==> src/rtl/bus_write_bank.sv <==
// Bank of architectural registers loaded from the shared bus, each with its own
// prioritised clear / bus load / alternate load / increment / hold behaviour.
module bus_write_bank #(
    parameter int DATA_W = 16,
    parameter int ADDR_W = 8
) (
    input  logic              clk,
    input  logic              rst,
    input  logic [DATA_W-1:0] bus_in,
    input  logic [9:0]        write_en,
    input  logic [4:0]        inc_en,
    input  logic [3:0]        clr_en,
    input  logic [DATA_W-1:0] alu_in,
    input  logic              ac_alu_ld,
    input  logic [ADDR_W-1:0] dm_in,
    input  logic              dr_mem_ld,
    output logic [ADDR_W-1:0] pc,
    output logic [ADDR_W-1:0] dr,
    output logic [DATA_W-1:0] tr,
    output logic [DATA_W-1:0] ac,
    output logic [ADDR_W-1:0] r,
    output logic [ADDR_W-1:0] r1,
    output logic [ADDR_W-1:0] r2,
    output logic [ADDR_W-1:0] ri,
    output logic [ADDR_W-1:0] rj,
    output logic [ADDR_W-1:0] rk,
    output logic              z
);

    localparam logic [ADDR_W-1:0] ONE_A = ADDR_W'(1);
    localparam logic [DATA_W-1:0] ONE_D = DATA_W'(1);

    logic [ADDR_W-1:0] bus_lo;
    logic [ADDR_W-1:0] pc_q, dr_q, r_q, r1_q, r2_q, ri_q, rj_q, rk_q;
    logic [ADDR_W-1:0] pc_d, dr_d, r_d, r1_d, r2_d, ri_d, rj_d, rk_d;
    logic [DATA_W-1:0] tr_q, ac_q, tr_d, ac_d;
    logic              z_q, z_d;

    // Address-width registers keep only the low bits of the bus
    assign bus_lo = bus_in[ADDR_W-1:0];

    always_comb begin
        pc_d = pc_q;
        if (write_en[0])     pc_d = bus_lo;
        else if (inc_en[0])  pc_d = pc_q + ONE_A;

        dr_d = dr_q;
        if (write_en[1])     dr_d = bus_lo;
        else if (dr_mem_ld)  dr_d = dm_in;

        tr_d = write_en[2] ? bus_in : tr_q;

        ac_d = ac_q;
        if (clr_en[0])       ac_d = '0;
        else if (write_en[3]) ac_d = bus_in;
        else if (ac_alu_ld)  ac_d = alu_in;
        else if (inc_en[1])  ac_d = ac_q + ONE_D;

        r_d  = write_en[4] ? bus_lo : r_q;
        r1_d = write_en[5] ? bus_lo : r1_q;
        r2_d = write_en[6] ? bus_lo : r2_q;

        ri_d = ri_q;
        if (clr_en[1])       ri_d = '0;
        else if (write_en[7]) ri_d = bus_lo;
        else if (inc_en[2])  ri_d = ri_q + ONE_A;

        rj_d = rj_q;
        if (clr_en[2])       rj_d = '0;
        else if (write_en[8]) rj_d = bus_lo;
        else if (inc_en[3])  rj_d = rj_q + ONE_A;

        rk_d = rk_q;
        if (clr_en[3])       rk_d = '0;
        else if (write_en[9]) rk_d = bus_lo;
        else if (inc_en[4])  rk_d = rk_q + ONE_A;

        // Flag tracks the value AC will hold after this edge
        z_d = (ac_d == '0);
    end

    always_ff @(posedge clk or posedge rst) begin
        if (rst) begin
            pc_q <= '0;
            dr_q <= '0;
            tr_q <= '0;
            ac_q <= '0;
            r_q  <= '0;
            r1_q <= '0;
            r2_q <= '0;
            ri_q <= '0;
            rj_q <= '0;
            rk_q <= '0;
            z_q  <= 1'b1;
        end else begin
            pc_q <= pc_d;
            dr_q <= dr_d;
            tr_q <= tr_d;
            ac_q <= ac_d;
            r_q  <= r_d;
            r1_q <= r1_d;
            r2_q <= r2_d;
            ri_q <= ri_d;
            rj_q <= rj_d;
            rk_q <= rk_d;
            z_q  <= z_d;
        end
    end

    assign pc = pc_q;
    assign dr = dr_q;
    assign tr = tr_q;
    assign ac = ac_q;
    assign r  = r_q;
    assign r1 = r1_q;
    assign r2 = r2_q;
    assign ri = ri_q;
    assign rj = rj_q;
    assign rk = rk_q;
    assign z  = z_q;

endmodule

==> config.mk <==
export PLATFORM = sky130hd
export DESIGN_NAME = bus_write_bank
export DESIGN_NICKNAME = d
export VERILOG_FILES = /design/src/rtl/bus_write_bank.sv
export SDC_FILE = /design/constraint.sdc
export NUM_CORES = 1
export LEC_CHECK = 0
export CAP_MARGIN = 10
export CORE_MARGIN = 8
export CORE_UTILIZATION = 51
export CTS_BUF_LIST = sky130_fd_sc_hd__clkbuf_8
export CTS_CLUSTER_DIAMETER = 60
export DETAILED_ROUTE_END_ITERATION = 16
export MAX_ROUTING_LAYER = met4
export PLACE_DENSITY = 0.93
export SYNTH_ARGS = -nofsm -noshare
export SYNTH_HDL_FRONTEND = slang
export SYNTH_SLANG_ARGS = --single-unit
==> constraint.sdc <==
create_clock -name clk -period 5.2 [get_ports clk]
set_input_delay 0.78 -clock clk [delete_from_list [all_inputs] [get_ports clk]]
set_output_delay 0.78 -clock clk [all_outputs]
set_load 0.01 [all_outputs]
Word-level counts from Yosys, hierarchy flattened
Cells that the tools add are included.
Widths: inputs -> output; s select.

storage, ports and cells
  bits in registers = 97
  input bits = 63
  output and inout port bits = 97
  logic and storage cells = 39

cells by class
  mux-type cells = 17
  add/sub/neg operators = 5
  reductions and logical operators = 6

operator list
  operator               number
  $mux 8                 13
  $mux 16                4
  $add 8x1->8 const B    4
  $add 16x1->16 const B  1
  $logic_not 16->1       1
  $reduce_bool 3->1      3
  $reduce_bool 2->1      2

Depth between registers and ports, before layout
Gate-level depths: netlist of the first run.

  depth after elaboration = 6
  mapped depth = 7
  mapped depth without buffers = 7

Least setup slack after synthesis of the first run
Ideal clock, no wire load.

  kind = input -> register
  start point = input port inc_en[1]
  end point = register z_q, in the netlist z
  setup time = 0.090 ns
  stages on the path = 7
  data required time = 5.110 ns
  path buffers = 1
  path slack = 2.695 ns
  arrival time = 2.415 ns
  cell sequence = buf_6 mux2_4 mux2i_4 o2111ai_1 a211o_1 or4b_1 nor4_2

on the way
  word-level cells in the longest chain between the ends = 5

ends and longest elaborated chain
  what                  RTL line  RTL
  from (decl)           11        input logic [4:0] inc_en,
  $mux 16               57        else if (inc_en[1]) ac_d = ac_q + ONE_D;
  $mux 16               56        else if (ac_alu_ld) ac_d = alu_in;
  $mux 16               55        else if (write_en[3]) ac_d = bus_in;
  $mux 16               54        if (clr_en[0]) ac_d = '0;
  $logic_not 16->1      79        z_d = (ac_d == '0);
  via z_d               37        logic z_q, z_d;
  to (signal assigned)  106       z_q <= z_d;
  to (decl)             37

The timed path passes the listed nets, and every way through them passes these cells.
A chain may end at the register's enable or synchronous reset.

Worst setup path after layout of the first run
  start point = input port write_en[3]
  end point = register z_q, in the netlist z

on the way
  word-level cells in the longest chain between the ends = 3

ends and longest elaborated chain
  what              RTL line  RTL
  from (decl)       10        input logic [9:0] write_en,
  $mux 16           55
  $mux 16           54
  via ac_d[14]      36        logic [DATA_W-1:0] tr_q, ac_q, tr_d, ac_d;
  $logic_not 16->1  79
  via z_d           37

The timed path passes the listed nets, and every way through them passes these cells.

==> flow_metrics.tcl, run 1 <==
set metrics [dict create \
    yosysTopAreaCell "dfrtp_1" \
    grt_max_degree 56 \
    final_area_um2 6660 \
    hold_depth 1 \
    rows 35 \
    tightest_slew_ps 725 \
    relSlewSlack_pct 51.5 \
    cp_data_arrival_time_ps 3490 \
    drv_slew 0 \
    required_ps 5470 \
    layout-drive-gt1-share_pct 11.6 \
    synth_top_family_by_area "simple AND/OR/NAND/NOR gates" \
    dpl.cell_count 728 \
    cts_tree "done" \
    synthAdderAreaFrac_pct 1.29 \
    slowest_stage "clkdlybuf4s50_1" \
    vias_per_cell 5.64 \
    dieArea_um2 12900 \
    hp-class "register to register" \
    fmax_ghz 0.311 \
    synth_edf_count 0 \
    drtPass1Iterations 5 \
    crit_path_cell_trace "clkdlybuf4s50_1 -> clkinv_1 -> nand3_1 -> a21oi_1 -> a311o_1 -> or4b_1 -> nor4_2" \
    seqCellArea_um2 2430 \
    netlist-cell-type-count 50 \
    critical_path_depth 7 \
    postCtsHoldBufs 0 \
    worst_setup_path_end_kind "register" \
    place_area_um2 6480 \
    synth_xor_xnor_area_share_pct 6.67 \
    r2r_setup_slack_ps 2670 \
    grt_pass1_wl_um 23700 \
    fin_tns_setup_ps 0 \
    pin_count 160 \
    r2r-end "z" \
    cts_sinks 97 \
    holdCritStartpoint "tr[13]" \
    fin_nets 678 \
    peakVddDrop_uv 180 \
    final_util_pct 72.1 \
    coreArea_um2 9240 \
    cts_buffers 9 \
    clockBufferDepth 2 \
    timing.rr.start "ac[0]" \
    wl_per_cell_um 20.5 \
    die_y_um 114 \
    clk_pin_slew_ps 90 \
    num_vias 4192 \
    reg2regPathDepth 7 \
    clock_latency_ps 360 \
    track_usage_pct 24.1 \
    critPathTopFamily "buffers and inverters" \
    synth_compound_area_share_pct 9.66 \
    start_util_pct 52.6 \
    synth_commonest_cells "dfrtp_1, nor2_1, nand2_1" \
    wl_um 15300 \
    stdcell_count 743 \
    fin_crit_sh_pct 61.8 \
    first_global_vias 4345 \
    finalClockSkew_ps 13.1 \
    synthArstFlopShare_pct 100 \
    dp_hpwl_um 11300 \
    root_buffer "clkbuf_8" \
    p_total_mw 1.75 \
    hold_end "tr[13]" \
    synthCells 471 \
    gr-total-overflow 0 \
    port_buffers 159 \
    drtAntennaViolNets 0 \
    synth_mux_area_share_pct 13.3 \
    post-cts-setup-buffer-count 0 \
    nFillCells 673 \
    gp_routability_congestion 0.915 \
    drcViolationCount 0 \
    die_w_um 114 \
    synth_seq_area_share_pct 50.0 \
    synth-simple-area-share_pct 15.8 \
    antenna_found_initial 0 \
    setup_viol 0 \
    multi_input_area_um2 2270 \
    outcome "finished, final reports clean" \
    syn2layout_area_growth_pct 37.1 \
    yosysTopAreaCellShare_pct 49.5 \
    path_max_fanout 19 \
    start_kind "input port" \
    synth_area_um2 4860 \
    total_leakage_power_nw 2.73 \
    synth_nets 539 \
    rsz0062_at_grt "no" \
    synth_ff_type "dfrtp_1" \
    synthMostInstantiatedCell "dfrtp_1" \
    max_stage_delay_ps 900 \
    htree_levels 3 \
    path_buf_inv 2 \
    ys_ff_latch 97 \
    drt_iter0_drc 298 \
    cts-resized-gates 0 \
    yosys-top-cells-area "dfrtp_1, mux2_2, xor2_1, nor2_1, nand2_1" \
    drv_cap 0 \
    yosysWarningCount 0 \
    hold_viol_final 0 \
    power.density_nw_per_um2 263 \
    syn_avg_cell_area_um2 10.3 \
    critPathKind "input port to register" \
    fin_crit_ps 3220 \
    antenna_cells 0 \
]
==> flip-flops by register name, indices dropped and copies added (netlist names) <==
signal,count
tr,16
dr,8
ri,8
r2,8
r1,8
ac,16
pc,8
rk,8
rj,8
r,8
z,1
==> layer usage <==
metal	wire, µm	global-route usage (%)
met1	6720	30.8
met2	7160	38.5
met3	1140	4.60
met4	221	6.84
met5	0	-
==> cells in the final DEF, fill, tap and decap left out, types with 5 or more instances in the layout <==
master / n
clkdlybuf4s50_1: 159
dfrtp_1: 96
nor2_1: 59
nand2_1: 45
mux2_2: 40
xor2_1: 28
o21ai_0: 28
a21oi_1: 25
nand4_1: 19
mux2i_1: 16
xnor2_1: 9
nand3_1: 9
clkbuf_8: 9
and3_1: 7
ha_1: 5
==> through the flow <==
step                      hold slack [ps]  setup WS [ps]
final                                 514           1980
after global routing                  530           1840
after CTS                             517           2070
after detailed placement              495           1710
after global placement                489           1750
after floorplan                       551           1890
==> worst max-delay path by stage <==
stage / endpoint / from
after detailed placement: z / write_en[3]
after global routing: z / write_en[3]
after floorplan: ac[0] / rst
after global placement: z / write_en[3]
after CTS: z / write_en[3]
final: z / write_en[3]
==> where the power goes <==
part	internal [mW]	total [mW]	switching [mW]
logic	0.226	0.415	0.190
registers	0.817	0.877	0.0594
clock network	0.178	0.457	0.279
==> cells by family after synthesis <==
logic type | Yosys count
XOR/XNOR | 37
buffers and inverters | 37
adder cells (fa/ha/maj) | 5
AND/OR/NAND/NOR | 161
AO/OA/AOI/OAI | 76
flip-flops | 97
multiplexers | 58
==> final cells by class <==
| type | count | area share [%] |
|---|---|---|
| repair buffers | 160 | 24.0 |
| well taps | 129 | 2.42 |
| multi-input cells | 337 | 34.1 |
| clock buffers | 9 | 1.86 |
| flip-flops and latches | 97 | 36.5 |
| inverters | 5 | 0.319 |
| clock inverters | 6 | 0.789 |
Power figures use the tool's default switching activity.
==> run 2, diff against run 1 <==
CORE_UTILIZATION = 43   (was 51)
PLACE_DENSITY = 0.84   (was 0.93)
clock period = 2.7 ns   (was 5.2 ns; I/O delays follow)
==> run 2 against run 1 <==
Against the previous run: global-route usage decreased by 2.7 points; critical endpoint unchanged; final cell count is 5.4% higher; die area is 16% higher.
==> flow_metrics.tcl, run 2 (synthesis gave the netlist of run 1 again) <==
set metrics [dict create \
    outcome "finished, final reports clean" \
    final_area_um2 6900 \
    syn2layout_area_growth_pct 42.0 \
    gr-total-overflow 0 \
    setup_viol 0 \
    fin_crit_sh_pct 92.7 \
    cts-resized-gates 0 \
    fmax_ghz 0.399 \
    wl_per_cell_um 20.1 \
    drv_cap 0 \
    port_buffers 159 \
    peakVddDrop_uv 320 \
    required_ps 2980 \
    layout-drive-gt1-share_pct 15.0 \
    postCtsHoldBufs 0 \
    wl_um 15700 \
    drtPass1Iterations 5 \
    final_cell_mix "clkdlybuf4s50_1, dfrtp_1, nor2_1" \
    r2r_setup_slack_ps 200 \
    power.density_nw_per_um2 504 \
    final_common_cell "clkdlybuf4s50_1" \
    num_vias 4324 \
    finalClockSkew_ps 6.65 \
    clock_latency_ps 370 \
    total_leakage_power_nw 2.88 \
    track_usage_pct 21.5 \
    dp_hpwl_um 11800 \
    start_util_pct 43.3 \
    dieArea_um2 15000 \
    cp_data_arrival_time_ps 2790 \
    die_y_um 122 \
    drt_iter0_drc 320 \
    tightest_slew_ps 742 \
    pin_count 160 \
    fin_nets 703 \
    worst_setup_path_end_kind "register" \
    fin_crit_ps 2500 \
    first_global_vias 4440 \
    grt_max_degree 59 \
    dpl.cell_count 767 \
    drv_slew 0 \
    rows 39 \
    relSlewSlack_pct 50.4 \
    drcViolationCount 0 \
    antenna_cells 0 \
    antenna_found_initial 0 \
    hold_viol_final 0 \
    nFillCells 931 \
    stdcell_count 783 \
    rsz0062_at_grt "no" \
    path_max_fanout 6 \
    gp_routability_congestion 0.950 \
    htree_levels 3 \
    root_buffer "clkbuf_8" \
    grt_pass1_wl_um 24100 \
    vias_per_cell 5.52 \
    cts_tree "done" \
    place_area_um2 6700 \
    die_w_um 122 \
    drtAntennaViolNets 0 \
    critPathKind "register to register" \
    p_total_mw 3.47 \
    hp-class "input port to asynchronous set/reset pin" \
    clockBufferDepth 2 \
    start_kind "register" \
    post-cts-setup-buffer-count 0 \
    cts_sinks 97 \
    coreArea_um2 11200 \
    clk_pin_slew_ps 90 \
    cts_buffers 9 \
]
run 2: changes by cell type in the layout (fill, tap and decap cells not counted), sizes merged:
cell and delta:
clkinv +3, clkinvlp -3, bufinv +1, buf +25
run 2: power breakdown:
| part | switching [mW] | internal [mW] |
|---|---|---|
| clock | 0.529 | 0.431 |
| sequential | 0.116 | 1.57 |
| combinational | 0.365 | 0.460 |
| total | 1.01 | 2.46 |
run 2: final cells by class:
class	count	area, µm²	share of cell area (%)
clock inverters	7	70.1	1.02
well taps	143	179	2.59
inverters	5	22.5	0.327
repair buffers	185	1800	26.1
flip-flops and latches	97	2430	35.2
multi-input cells	337	2270	33.0
clock buffers	9	124	1.80
run 2: routing by layer:
layer | wire length, µm | GRT usage [%] | share of wire [%] | vias to the layer above
met2 | 7850 | 35.5 | 50 | 178
met5 | 0 | - | 0 | -
met4 | 349 | 8.07 | 2.2 | 0
met3 | 1050 | 3.91 | 6.7 | 29
met1 | 6480 | 25.7 | 41 | 2141
li1 | - | - | - | 1976
run 2: final timing paths:
path | cells after the start | startpoint | end
max in group asynchronous | 3 | rst | r1[2]
min | 2 | rst | r1[1]
min in group clk | 1 | tr[1] | tr[1]
max reg2reg | 7 | ac[0] | z
max | 7 | ac[0] | z
min reg2reg | 1 | tr[1] | tr[1]
run 2: worst max-delay path, cell delays in order (launching register included):
cell and delay [ps]:
dfrtp_1 480, ha_1 330, mux2_4 270, mux2i_4 140, o2111ai_1 140, a211o_1 280
or4b_1 550, nor4_2 220
run 2: through the flow:
stage               util (%)  hold WS (ps)  setup slack (ps)  setup TNS, ps
CTS                     61.4           249               208              0
finish                  61.4           261               197              0
global route            61.4           250               146              0
global placement        59.7           488              5.75              0
detailed placement      59.7           496             -60.5          -60.5
floorplan                  -           512               378              0
==> run 3, diff against run 2 <==
CORE_UTILIZATION = 48   (was 43)
PLACE_DENSITY = 0.88   (was 0.84)
clock period = 2.4 ns   (was 2.7 ns; I/O delays follow)
==> run 3 against run 2 <==
Against the previous run: final cell count grew 0.89%; register-to-register slack got worse by 90 ps; total power rose by 13%; sequential power rose by 12%; via count up 2.2%.
==> flow_metrics.tcl, run 3 (synthesis gave the netlist of run 1 again) <==
set metrics [dict create \
    stdcell_count 790 \
    cp_data_arrival_time_ps 2610 \
    antenna_found_initial 0 \
    drv_cap 0 \
    drt_iter0_drc 313 \
    rows 36 \
    finalClockSkew_ps 8.94 \
    antenna_cells 0 \
    syn2layout_area_growth_pct 45.1 \
    p_total_mw 3.91 \
    cts_sinks 97 \
    coreArea_um2 9820 \
    setup_viol 0 \
    place_area_um2 6790 \
    layout-drive-gt1-share_pct 18.0 \
    gp_routability_congestion 0.936 \
    dp_hpwl_um 11800 \
    fmax_ghz 0.429 \
    grt_max_degree 98 \
    final_area_um2 7050 \
    hp-class "input port to asynchronous set/reset pin" \
    track_usage_pct 24.5 \
    wl_per_cell_um 20.1 \
    port_buffers 159 \
    start_kind "input port" \
    critPathKind "input port to register" \
    dieArea_um2 13600 \
    cts_tree "done" \
    drtPass1Iterations 5 \
    fin_nets 720 \
    path_max_fanout 5 \
    clock_latency_ps 360 \
    whs_ps 480 \
    wl_um 15900 \
    path_buf_inv 2 \
    fin_crit_ps 2330 \
    die_w_um 117 \
    max_stage_delay_ps 580 \
    htree_levels 3 \
    critPathTopFamily "simple AND/OR/NAND/NOR gates" \
    total_leakage_power_nw 2.95 \
    dpl.cell_count 770 \
    tightest_slew_ps 560 \
    first_global_vias 4476 \
    pin_count 160 \
    drtAntennaViolNets 0 \
    peakVddDrop_uv 425 \
    power.density_nw_per_um2 555 \
    slowest_stage "clkdlybuf4s50_1" \
    fin_tns_setup_ps 0 \
    cts_buffers 9 \
    vias_per_cell 5.59 \
    fin_crit_sh_pct 97.1 \
    clockBufferDepth 2 \
    crit_path_cell_trace "clkdlybuf4s50_1 -> nand4_1 -> buf_4 -> o31ai_1 -> nand3_1 -> a2bb2oi_1 -> or4b_4 -> nor4_4" \
    num_vias 4417 \
    final_common_cell "clkdlybuf4s50_1" \
    final_cell_mix "clkdlybuf4s50_1, dfrtp_1, nor2_1" \
    clk_pin_slew_ps 100 \
    reg2regPathDepth 7 \
    timing.rr.start "ac[0]" \
    hold_viol_final 0 \
    cp-endpoint "z" \
    relSlewSlack_pct 62.5 \
    grt_pass1_wl_um 24600 \
    crit_start "inc_en[1]" \
    gr-total-overflow 0 \
    die_y_um 117 \
    outcome "finished, final reports clean" \
    postCtsHoldBufs 0 \
    r2r-end "z" \
    critical_path_depth 8 \
    drv_slew 0 \
    r2r_setup_slack_ps 110 \
    start_util_pct 49.5 \
    drcViolationCount 0 \
    root_buffer "clkbuf_8" \
    worst_setup_path_end_kind "register" \
    required_ps 2680 \
]
run 3: tightest hold or removal path, delay by kind of cell:
family,cells,cell delay (ps)
buffers and inverters,3,930
run 3: metal layers:
metal	share of wire [%]	GRT usage [%]	vias to the layer above
met2	49	39.9	215
met4	2.1	8.36	0
met3	8.2	4.86	32
met1	41	29.9	2156
li1	-	-	2014
met5	0	-	-
run 3: final cells by class:
type | instances | area, µm²
fill | 763 | 2770
sequential | 97 | 2430
multi-input combinational | 337 | 2300
timing repair buffer | 202 | 1930
tap | 133 | 166
clock buffer | 10 | 138
clock inverter | 6 | 58.8
inverter | 5 | 22.5
run 3: timing repair:
| item | in CTS | in global routing |
|---|---|---|
| buffers inserted | 0 | 4 |
| gates resized for setup | 0 | 5 |
| setup endpoints to repair | 0 | 1 |
run 3: report_power, final:
group	internal [mW]	switching, mW	leakage (nW)	total (mW)
registers	1.77	0.122	1.20	1.89
logic	0.537	0.432	1.66	0.969
clock network	0.427	0.623	0.0966	1.05
total	2.73	1.18	2.95	3.91
run 3: through the flow:
step	setup WS, ps	utilization [%]
final	69.7	71.8
after global placement	-251	69.1
after detailed placement	-272	69.1
after CTS	18.2	71.1
after floorplan	77.8	-
after global routing	-35.8	71.8
run 3: worst min path at each step:
stage / startpoint / end / slack (ps) / depth (start not counted)
final: rst / dr[2] / 480 / 3
after global routing: rst / dr[2] / 520 / 3
after CTS: rst / pc[2] / 510 / 3
after detailed placement: r[5] / r[5] / 500 / 1
after global placement: tr[3] / tr[3] / 490 / 1
after floorplan: write_en[0] / pc[0] / 470 / 1
